File: src/rtl/result_writer_pkg.sv
// Shared types for result_writer: the result-queue read structs and the
// writer package (state enum, default widths, bytes per word).
package structs;

  typedef struct packed {
    logic        empty;
    logic [31:0] q;
  } struct_resultQueue_Read_Out;

  typedef struct packed {
    logic re;
  } struct_resultQueue_Read_In;

endpackage

package pkg_resultWriter;

  localparam int DEF_WIDTH      = 32;
  localparam int DEF_ADDR_W     = 32;
  localparam int DEF_CNT_W      = 16;
  localparam int BYTES_PER_WORD = DEF_WIDTH / 8;

  typedef enum logic [2:0] {
    IDLE,
    POLL,
    POP,
    CAPTURE,
    WRITE,
    HEADER,
    DONE
  } state_e;

endpackage

File: src/rtl/result_writer_avm_write_port.sv
// Avalon-MM write port: latches address/data on load and holds the write
// request until the slave drops waitrequest, then pulses accept.
module avm_write_port #(
  parameter int WIDTH  = 32,
  parameter int ADDR_W = 32
) (
  input  logic              clk,
  input  logic              resetn,
  input  logic              load_i,
  input  logic [ADDR_W-1:0] addr_i,
  input  logic [WIDTH-1:0]  data_i,
  input  logic              waitrequest_i,
  output logic [ADDR_W-1:0] avm_address_o,
  output logic              avm_write_o,
  output logic [WIDTH-1:0]  avm_writedata_o,
  output logic              accept_o
);

  logic              write_q, write_d;
  logic [ADDR_W-1:0] addr_q, addr_d;
  logic [WIDTH-1:0]  data_q, data_d;

  always_comb begin
    write_d = write_q;
    addr_d  = addr_q;
    data_d  = data_q;
    if (load_i) begin
      write_d = 1'b1;
      addr_d  = addr_i;
      data_d  = data_i;
    end else if (write_q && !waitrequest_i) begin
      write_d = 1'b0;
    end
  end

  always_ff @(posedge clk) begin
    if (!resetn) begin
      write_q <= 1'b0;
      addr_q  <= '0;
      data_q  <= '0;
    end else begin
      write_q <= write_d;
      addr_q  <= addr_d;
      data_q  <= data_d;
    end
  end

  assign accept_o        = write_q & ~waitrequest_i;
  assign avm_write_o     = write_q;
  assign avm_address_o   = addr_q;
  assign avm_writedata_o = data_q;

endmodule

File: src/rtl/result_writer.sv
// Drains the result queue into memory over Avalon-MM at consecutive words from base.
// Define RESULT_WRITER_HEADER_EN to write a result-count header word at the base address.
module result_writer
  import pkg_resultWriter::*;
#(
  parameter int WIDTH  = DEF_WIDTH,
  parameter int ADDR_W = DEF_ADDR_W,
  parameter int CNT_W  = DEF_CNT_W
) (
  input  logic                                clk,
  input  logic                                resetn,
  input  logic                                start,
  input  logic [ADDR_W-1:0]                   base_addr,
  input  logic [CNT_W-1:0]                    max_results,
  input  logic                                frame_done,
  input  structs::struct_resultQueue_Read_Out rqr_out,
  output structs::struct_resultQueue_Read_In  rqr_in,
  output logic [ADDR_W-1:0]                   avm_address,
  output logic                                avm_write,
  output logic [WIDTH-1:0]                    avm_writedata,
  input  logic                                avm_waitrequest,
  output logic                                busy,
  output logic                                done,
  output logic [CNT_W-1:0]                    result_count,
  output logic                                overflow
);

`ifdef RESULT_WRITER_HEADER_EN
  localparam int HDR_WORDS = 1;
`else
  localparam int HDR_WORDS = 0;
`endif
  localparam int BPW = WIDTH / 8;

  state_e            state_q, state_d;
  logic [ADDR_W-1:0] base_q, base_d;
  logic [CNT_W-1:0]  max_q, max_d;
  logic [CNT_W-1:0]  count_q, count_d;
  logic              ovf_q, ovf_d;
  logic              fdone_q, fdone_d;

  logic              load;
  logic [ADDR_W-1:0] ldAddr;
  logic [WIDTH-1:0]  ldData;
  logic              accept;
  logic              pop;
  logic [ADDR_W-1:0] dataAddr;

  // Data words sit after the optional header; address arithmetic wraps at ADDR_W.
  assign dataAddr = base_q + (ADDR_W'(count_q) + ADDR_W'(HDR_WORDS)) * ADDR_W'(BPW);

  always_comb begin
    state_d = state_q;
    base_d  = base_q;
    max_d   = max_q;
    count_d = count_q;
    ovf_d   = ovf_q;
    fdone_d = fdone_q;
    load    = 1'b0;
    ldAddr  = dataAddr;
    ldData  = rqr_out.q;
    pop     = 1'b0;
    if (state_q != IDLE && frame_done) fdone_d = 1'b1;
    case (state_q)
      IDLE: begin
        if (start) begin
          base_d  = base_addr;
          max_d   = max_results;
          count_d = '0;
          ovf_d   = 1'b0;
          fdone_d = 1'b0;
          state_d = POLL;
        end
      end
      POLL: begin
        if (!rqr_out.empty) begin
          state_d = POP;
        end else if (fdone_q) begin
          if (HDR_WORDS != 0) begin
            load    = 1'b1;
            ldAddr  = base_q;
            ldData  = WIDTH'(count_q);
            state_d = HEADER;
          end else begin
            state_d = DONE;
          end
        end
      end
      POP: begin
        pop     = !rqr_out.empty;
        state_d = CAPTURE;
      end
      // The popped word is valid now; it is latched straight into the write port.
      CAPTURE: begin
        if (count_q < max_q) begin
          load    = 1'b1;
          state_d = WRITE;
        end else begin
          ovf_d   = 1'b1;
          state_d = POLL;
        end
      end
      WRITE: begin
        if (accept) begin
          count_d = count_q + CNT_W'(1);
          state_d = POLL;
        end
      end
      HEADER: begin
        if (accept) state_d = DONE;
      end
      DONE:    state_d = IDLE;
      default: state_d = IDLE;
    endcase
  end

  always_ff @(posedge clk) begin
    if (!resetn) begin
      state_q <= IDLE;
      base_q  <= '0;
      max_q   <= '0;
      count_q <= '0;
      ovf_q   <= 1'b0;
      fdone_q <= 1'b0;
    end else begin
      state_q <= state_d;
      base_q  <= base_d;
      max_q   <= max_d;
      count_q <= count_d;
      ovf_q   <= ovf_d;
      fdone_q <= fdone_d;
    end
  end

  avm_write_port #(
    .WIDTH (WIDTH),
    .ADDR_W(ADDR_W)
  ) u_port (
    .clk            (clk),
    .resetn         (resetn),
    .load_i         (load),
    .addr_i         (ldAddr),
    .data_i         (ldData),
    .waitrequest_i  (avm_waitrequest),
    .avm_address_o  (avm_address),
    .avm_write_o    (avm_write),
    .avm_writedata_o(avm_writedata),
    .accept_o       (accept)
  );

  assign rqr_in       = '{re: pop};
  assign busy         = (state_q != IDLE);
  assign done         = (state_q == DONE);
  assign result_count = count_q;
  assign overflow     = ovf_q;

endmodule

File: config.mk
export PLATFORM = sky130hd
export DESIGN_NAME = result_writer
export DESIGN_NICKNAME = d
export VERILOG_FILES = /design/src/rtl/result_writer_pkg.sv /design/src/rtl/result_writer_avm_write_port.sv /design/src/rtl/result_writer.sv
export SDC_FILE = /design/constraint.sdc
export NUM_CORES = 1
export LEC_CHECK = 0
export ABC_CLOCK_PERIOD_IN_PS = 5500
export CAP_MARGIN = 40
export CORE_UTILIZATION = 30
export DETAILED_ROUTE_END_ITERATION = 10
export DONT_BUFFER_PORTS = 1
export GPL_ROUTABILITY_DRIVEN = 1
export PLACE_DENSITY = 0.5
export SKIP_CTS_REPAIR_TIMING = 1
export SYNTH_ARGS = -nofsm -noshare
export SYNTH_HDL_FRONTEND = slang
export SYNTH_HIERARCHICAL = 1
export SYNTH_SLANG_ARGS = --single-unit
File: constraint.sdc
create_clock -name clk -period 5.5 [get_ports clk]
set_input_delay 0.275 -clock clk [delete_from_list [all_inputs] [get_ports clk]]
set_output_delay 0.275 -clock clk [all_outputs]
set_load 0.01 [all_outputs]
# Word-level counts from Yosys, hierarchy flattened

Index checks and enable logic that the tools add are counted.

Register bits: 134
Bits in latches: 0
RAM bits: 0
ROM bits: 0
Input port bits: 86
Output and inout bits: 85
Word-level logic and storage cells: 59
Memories kept: 0

Add/sub/neg operators: 2
Multiply operators: 0
Divide/modulo/power cells: 0
$lt $le $gt $ge: 1
Equal/unequal tests: 11
Shifts and indexed selects: 0
Multiplexer cells: 21
Bitwise gates (word level): 2
Reduce and logical (&&, ||, !) cells: 13

Operators with widths:

| operator                                                              | number |
|---|---|
| 32-bit by 18-bit adder with 32-bit output                             | 1 |
| 16-bit 2-to-1 mux                                                     | 2 |
| 16-bit case mux with 2 select lines                                   | 1 |
| 3-bit 2-to-1 mux                                                      | 6 |
| 3-bit case mux with 6 select lines                                    | 1 |
| 16-bit by 1-bit adder with 16-bit output, second input constant       | 1 |
| 16-bit less-than comparator                                           | 1 |
| 1-bit 2-to-1 mux                                                      | 10 |
| 3-bit equality test, second input constant                            | 3 |
| 2-bit != test, second input constant                                  | 4 |
| 3-bit by 2-bit equality test with 1-bit output, second input constant | 2 |
| 3-bit AND reduction                                                   | 2 |
| 2-bit nonzero test                                                    | 3 |
| 4-bit AND reduction                                                   | 1 |
| 3-bit by 1-bit equality test with 1-bit output, second input constant | 1 |
| 3-bit logical NOT                                                     | 1 |
| 3-bit != test, second input constant                                  | 1 |
| 3-bit nonzero test                                                    | 1 |
| 1-bit logical AND                                                     | 2 |
| 1-bit logical NOT                                                     | 2 |
| 1-bit case mux with 2 select lines                                    | 1 |
| 2-bit AND reduction                                                   | 1 |
| 1-bit bitwise AND                                                     | 1 |
| 1-bit inverter                                                        | 1 |

# Logic depth before layout (Yosys ltp)

Gate-level depths: netlist of the first run.

Depth after elaboration: 5
Mapped depth: 11
Gate-level depth less buffers: 10

# Cells and area by module

Netlist of the first run, hierarchy kept.

Modules (own cells, without submodules):

| module         | instances | cells each | area each (µm²) |
|---|---|---|---|
| result_writer  | 1         | 532        | 4244.1 |
| avm_write_port | 1         | 210        | 2501.1 |

# Worst setup path before layout of the first run

No wires, ideal clock.

Path type: register -> register
From: reg count_q[9], in the netlist result_count[9]
To: reg u_port.addr_q[17], in the netlist u_port/avm_address_o[17]
Library setup time: 0.116 ns
Arrival: 2.358 ns
Required time: 5.384 ns
Setup slack: 3.026 ns
Cell stages (with the launch flop): 11
Buffers on the path: 2
Cells stage by stage: dfxtp_1 ha_1 a21o_1 a21o_1 a2111oi_0 or3_1 o2111a_1 buf_6 buf_8 mux2i_1 nor2b_1

Word-level cells in the longest chain between the ends: 3
Elaborated cells between the ends (all ways): 4
Those cells by class: add/sub: 1; order compare: 1; mux: 2

RTL lines:

| item                        | line                               | RTL |
|---|---|---|
| start, declared             | result_writer.sv:38                | `logic [CNT_W-1:0] count_q, count_d;` |
| start signal, assigned      | result_writer.sv:129               | `count_q <= count_d;` |
| 16-bit less-than comparator | result_writer.sv:95                | `if (count_q < max_q) begin` |
| 1-bit 2-to-1 mux            | result_writer.sv:95                |  |
| 1-bit 2-to-1 mux            | result_writer.sv:64                | `case (state_q)` |
| named net load              | result_writer.sv:42                | `logic load;` |
| end signal, assigned        | result_writer_avm_write_port.sv:43 | `addr_q <= addr_d;` |
| end, declared               | result_writer_avm_write_port.sv:20 | `logic [ADDR_W-1:0] addr_q, addr_d;` |

The timed path passes the listed nets, and every way through them passes these cells.
A chain may end at the register's enable or synchronous reset.

# Worst setup path after layout of the first run

From: reg count_q[9], in the netlist result_count[9]
To: reg u_port.addr_q[10], in the netlist u_port/avm_address_o[10]

The elaborated chain is that of the path after synthesis.

==> results.cfg, run 1 <==
[cts]
cts_buffers = 17
clockBufferDepth = 2
clkLatencyLatePin_ns = 0.42
clock-sinks = 134
cts_tree = done
h-tree-depth = 4
root_buffer = clkbuf_16
clkTransAtPathRegs_ns = 0.07

[global_route]
antenna_found_initial = 1
grt_first_pass_wirelength_mm = 26.2
grt_pass1_vias = 4689
grtUsageTotal_pct = 14.7
grt_max_degree = 121
gr-total-overflow = 0

[placement]
dp_slack_ns = 2.01
place_congestion = 0.772
dp_hpwl_mm = 11.7
port_buffers = 0
dpl.cell_count = 988

[floorplanning]
die_h_microns = 152
fp.dieW_microns = 152
core_area_sq_mm = 0.0220
fp-row-count = 54
die_area_sq_mm = 0.0231
start_util_pct = 30.7
io_pins = 171

[worst_setup_path]
cp-end-kind = flip-flop
cpPeakStageDelay_ns = 0.78
worst-path-stages = 9
crit_slowest_cell = o2111a_4
crit_type = flip-flop to flip-flop
cp-start-kind = flip-flop
cp_common_cell = a21o_1
crit_buf_inv = 1
critPathMaxFanout = 46
worstPathRequired_ns = 5.82
r2r_cells = 9
worstPathArrival_ns = 3.74
path_delay_family = compound AO/OA/AOI/OAI gates
crit_path_cell_trace = ha_1, a21o_1, a21o_1, a2111oi_0, or3_1, o2111a_4, buf_4, mux2i_1, nor2b_1

[sta]
grt_setup_unrepaired = false
finalSetupViolations = 0
fin_setup_tns_ns = 0
finalCritPeriodShare_pct = 62.4
fin_skew_ns = 0.00745
setup_slack_ns = 2.07
worst_slew_pin_slew_ns = 1.00
fmax_mhz = 292
min_period_ns = 3.43
relSlewSlack_pct = 33.0
slew_viol_final = 0
hold_viol = 10
holdWs_ns = -0.0131

[hold_path]
min_path_type = primary input to flip-flop
hold_depth = 2

[logic_synthesis]
syn_inst = 742
synth_edf_count = 0
yosysSeqAreaShare_pct = 39.8
synth-seq-cells = 134
synth_top_area_cell = dfxtp_1
synth_top_area_share_pct = 39.8
synthesis.area_sq_mm = 0.00675
synth_most_common_cell = dfxtp_1
yosys_warnings = 6
syn_nets = 861
ys.flop_type = dfxtp_1
synth_common_cells = dfxtp_1, nand2_1, nor2b_1, mux2i_1, a21boi_0
synth_cell_type_count = 57
avgSynthCellArea_sq_um = 9.09
yosys-top-cells-area = dfxtp_1, mux2i_1, nand2_1
synthArstFlopShare_pct = 0

[detailed_routing]
postRouteAntennaNets = 0
first_pass_iters = 7
via_per_inst = 4.78
avgRoutedWirePerCell_microns = 16.9
finalWirelength_mm = 17.8
routed-via-count = 5037
drcViolationCount = 24
drtIter0Drc = 261

[power]
seq_power_share_pct = 39.0
power_switching_uw = 830
p_leak_uw = 0.00280
vdd_drop_max_mv = 0.344
p_sw_share_pct = 29.2
p_total_uw = 2840
p_comb_share_pct = 16.5
pwr_density_cell_mw_per_mm2 = 361
clock_power_share_pct = 44.5
internal-power_uw = 2010

[run_status]
outcome = finished with violations
violations = DRC, hold timing

[final_layout]
stdcell_count = 1053
layout.nets = 879
area_growth_pct = 16.9
drive_gt1_share_pct = 6.08
diodes = 0
final_util_pct = 35.9

[flow_run]
maxCapViolCount = 0
[cells in the final DEF, fill, tap and decap left out, types with 5 or more instances in the layout]
cell,n
a21boi_0,49
nand2_1,121
nor2b_1,73
inv_6,5
o21ai_0,13
clkbuf_16,17
mux2i_1,66
nor2_1,30
nand3_1,19
nand4_1,8
and3_1,7
a21o_1,8
dlygate4sd3_1,33
ha_1,32
dfxtp_1,134
xnor2_1,29
xor2_1,10
inv_1,24
a21oi_1,24
[flip-flops by register name, summed over array words and instances (netlist names), 3 cells and up]
signal                  cells
base_q                     32
max_q                      16
result_count               16
state_q                     3
u_port/avm_address_o       32
u_port/avm_writedata_o     32
[power groups by stage]
stage / registers, uW / logic, uW / clock network, uW
6_report: 1110 / 469 / 1270
5_1_grt: 1120 / 529 / 1340
4_1_cts: 1110 / 445 / 1290
3_5_place_dp: 1130 / 444 / 0
3_3_place_gp: 1130 / 426 / 0
2_1_floorplan: 1100 / 368 / 0
[worst register-to-register path, cell delays in order (launching register included)]
cell and delay, ns:
dfxtp_1 0.52, ha_1 0.31, a21o_1 0.16, a21o_1 0.16
a2111oi_0 0.34, or3_1 0.23, o2111a_4 0.78, buf_4 0.49
mux2i_1 0.27, nor2b_1 0.06
[through the flow]
step | hold WS, ns | instance area [sq um]
6_report | -0.0131 | 7880
5_1_grt | 0.00140 | 7880
3_3_place_gp | 0.411 | 6880
4_1_cts | -0.0320 | 7550
2_1_floorplan | 0.414 | 6750
3_5_place_dp | 0.416 | 6910
[cell type report]
class	instances	area [sq um]
Clock inverter	14	213
Fill cell	2271	14100
Multi-Input combinational cell	547	3740
Sequential cell	134	2680
Timing Repair Buffer	36	373
Clock buffer	18	429
Tap cell	280	350
Inverter	24	90.1
[worst paths after layout]
kind	startpoint	endpoint	slack, ns
worst max-delay path	result_count[9]$_SDFFE_PN0P_	u_port/avm_address_o[10]$_SDFFE_PN0P_	2.07
worst min-delay path	base_addr[2]	base_q[2]$_SDFFE_PN0P_	-0.01
worst min register to register	max_q[4]$_SDFFE_PN0P_	max_q[4]$_SDFFE_PN0P_	0.46
worst max register to register	result_count[9]$_SDFFE_PN0P_	u_port/avm_address_o[10]$_SDFFE_PN0P_	2.07
[kinds of logic after synthesis]
family                     synth area share, %
adders and majority gates                 6.23
muxes                                     9.96
xor gates and xnor gates                  5.06
AOI/OAI and AO/OA                         13.4
and+or+nand+nor                           20.6
DFF                                       39.8
buffers and inverters                     4.90
[per-layer routing]
| metal | track usage, % | wire (microns) |
|---|---|---|
| met5 | 0 | 0 |
| met4 | 5.15 | 289 |
| met3 | 4.16 | 985 |
| met2 | 22.3 | 7790 |
| met1 | 19.9 | 8730 |
No activity file was read; power rests on OpenSTA's default activity.
==> run 2: changes to the inputs <==
--- a/config.mk
+++ b/config.mk
@@ -5,7 +5,7 @@
 export SDC_FILE = /design/constraint.sdc
 export NUM_CORES = 1
 export LEC_CHECK = 0
-export ABC_CLOCK_PERIOD_IN_PS = 5500
+export ABC_CLOCK_PERIOD_IN_PS = 3260
 export CAP_MARGIN = 40
 export CORE_UTILIZATION = 30
 export DETAILED_ROUTE_END_ITERATION = 10
==> constraint.sdc (replaced) <==
create_clock -name clk -period 3.26 [get_ports clk]
set_input_delay 0.163 -clock clk [delete_from_list [all_inputs] [get_ports clk]]
set_output_delay 0.163 -clock clk [all_outputs]
set_load 0.01 [all_outputs]
==> run 2 against run 1 <==
  * The flow finishes with violations (DRC)
  * Cell count rose by 6.0%
  * First-iteration DRC count decreased by 8.8%
  * Total power increased by 59%
  * Worst hold slack better by 0.045 ns
  * Cell area rose by 6.7%
  * Flip-flop and latch count unchanged
  * Non-clock buffer count increased by 63
  * Core utilization up 2.4 points
  * Critical path type unchanged
  * Largest cell class unchanged
==> results.cfg, run 2 (same netlist as run 1, synthesis figures left out) <==
[cts]
clock-sinks = 134
h-tree-depth = 4
cts_buffers = 17
cts_tree = done
clkTransAtPathRegs_ns = 0.07
clockBufferDepth = 2
clkLatencyLatePin_ns = 0.41
root_buffer = clkbuf_16

[sta]
worst_slew_pin_slew_ns = 0.629
fin_setup_tns_ns = 0
slew_viol_final = 0
min_period_ns = 2.76
grt_setup_unrepaired = false
finalCritPeriodShare_pct = 84.7
relSlewSlack_pct = 58.1
setup_slack_ns = 0.498
fin_skew_ns = 0.00952
hold_viol = 0
fmax_mhz = 362
finalSetupViolations = 0

[final_layout]
final_util_pct = 38.3
final_common_cell = dfxtp_1
seqCellArea_sq_mm = 0.00268
layout.nets = 942
area_growth_pct = 24.7
layout.cells.most_common_list = dfxtp_1, nand2_1, dlygate4sd3_1, nor2b_1, mux2i_1
fillCellCount = 2235
drive_gt1_share_pct = 7.30
diodes = 0
multi_input_area_sq_mm = 0.00374

[hold_path]
worstHoldStart = start
min_path_type = primary input to flip-flop

[detailed_routing]
drtIter0Drc = 238
postRouteAntennaNets = 0
first_pass_iters = 7
via_per_inst = 4.67
routed-via-count = 5213
avgRoutedWirePerCell_microns = 15.6
drcViolationCount = 24
finalWirelength_mm = 17.4

[worst_setup_path]
critPathMaxFanout = 66
crit_path_start = result_count[8]$_SDFFE_PN0P_
worstPathRequired_ns = 3.56
cp-end-kind = flip-flop
cp-start-kind = flip-flop
r2r-start = result_count[8]$_SDFFE_PN0P_
worstPathArrival_ns = 3.07
crit_type = flip-flop to flip-flop

[power]
p_total_uw = 4530
pwr_density_cell_mw_per_mm2 = 539
vdd_drop_max_mv = 0.333
p_leak_uw = 0.00303

[placement]
place_congestion = 0.798
port_buffers = 0
dp_slack_ns = 0.522
dp_hpwl_mm = 11.8

[global_route]
grt_max_degree = 121
grtUsageTotal_pct = 14.8
gr-total-overflow = 0
grt_pass1_vias = 4819
grt_first_pass_wirelength_mm = 26.9
antenna_found_initial = 0

[run_status]
outcome = finished with violations
violations = DRC

[floorplanning]
die_area_sq_mm = 0.0231
die_h_microns = 152
core_area_sq_mm = 0.0220
fp-row-count = 54
io_pins = 171
fp.dieW_microns = 152
start_util_pct = 30.7

[flow_run]
maxCapViolCount = 0
run 2: area by class of cell:
class	instances	share of cell area, %
clock buffers	17	5.06
clock inverters	15	1.56
inverters	24	1.07
multi-input cells	547	44.5
flip-flops and latches	134	31.9
well taps	280	4.17
repair buffers	99	11.7
run 2: power by group:
group	switching (uW)	leakage, uW	internal (uW)
clock network	835	0.000268	1000
registers	113	0.00109	1760
logic	468	0.00167	350
total	1420	0.00303	3110
run 2: critical path: stages (launching register included):
cell and delay, ns:
dfxtp_1 0.44, ha_1 0.26, a21o_1 0.17, a21o_1 0.16, a2111oi_0 0.34, or3_1 0.25, o2111a_4 0.25, buf_12 0.41
mux2i_1 0.26, nor2b_1 0.06
run 2: path summary, 6_finish.rpt:
check	to	slack [ns]	cells past startpoint
worst min register to register	max_q[5]$_SDFFE_PN0P_	0.46	2
worst max register to register	u_port/avm_writedata_o[22]$_SDFFE_PN0P_	0.50	9
worst max-delay path	u_port/avm_writedata_o[22]$_SDFFE_PN0P_	0.50	9
worst min-delay path	overflow$_SDFFE_PN0P_	0.03	3
run 2: layer usage:
metal | track usage (%) | part of all wire [%] | vias up
met2 | 23.0 | 46 | 122
met3 | 4.96 | 6.6 | 18
li1 | - | - | 2696
met4 | 5.20 | 1.5 | 0
met5 | 0 | 0 | -
met1 | 19.1 | 46 | 2377
run 2: metrics by stage:
step / instance area (sq um) / cells / hold slack [ns]
3_3_place_gp: 6990 / 1000 / 0.297
5_1_grt: 8410 / 1116 / 0.0205
4_1_cts: 7550 / 1032 / -0.144
6_report: 8410 / 1116 / 0.0316
2_1_floorplan: 6750 / 742 / 0.302
3_5_place_dp: 6990 / 1000 / 0.302
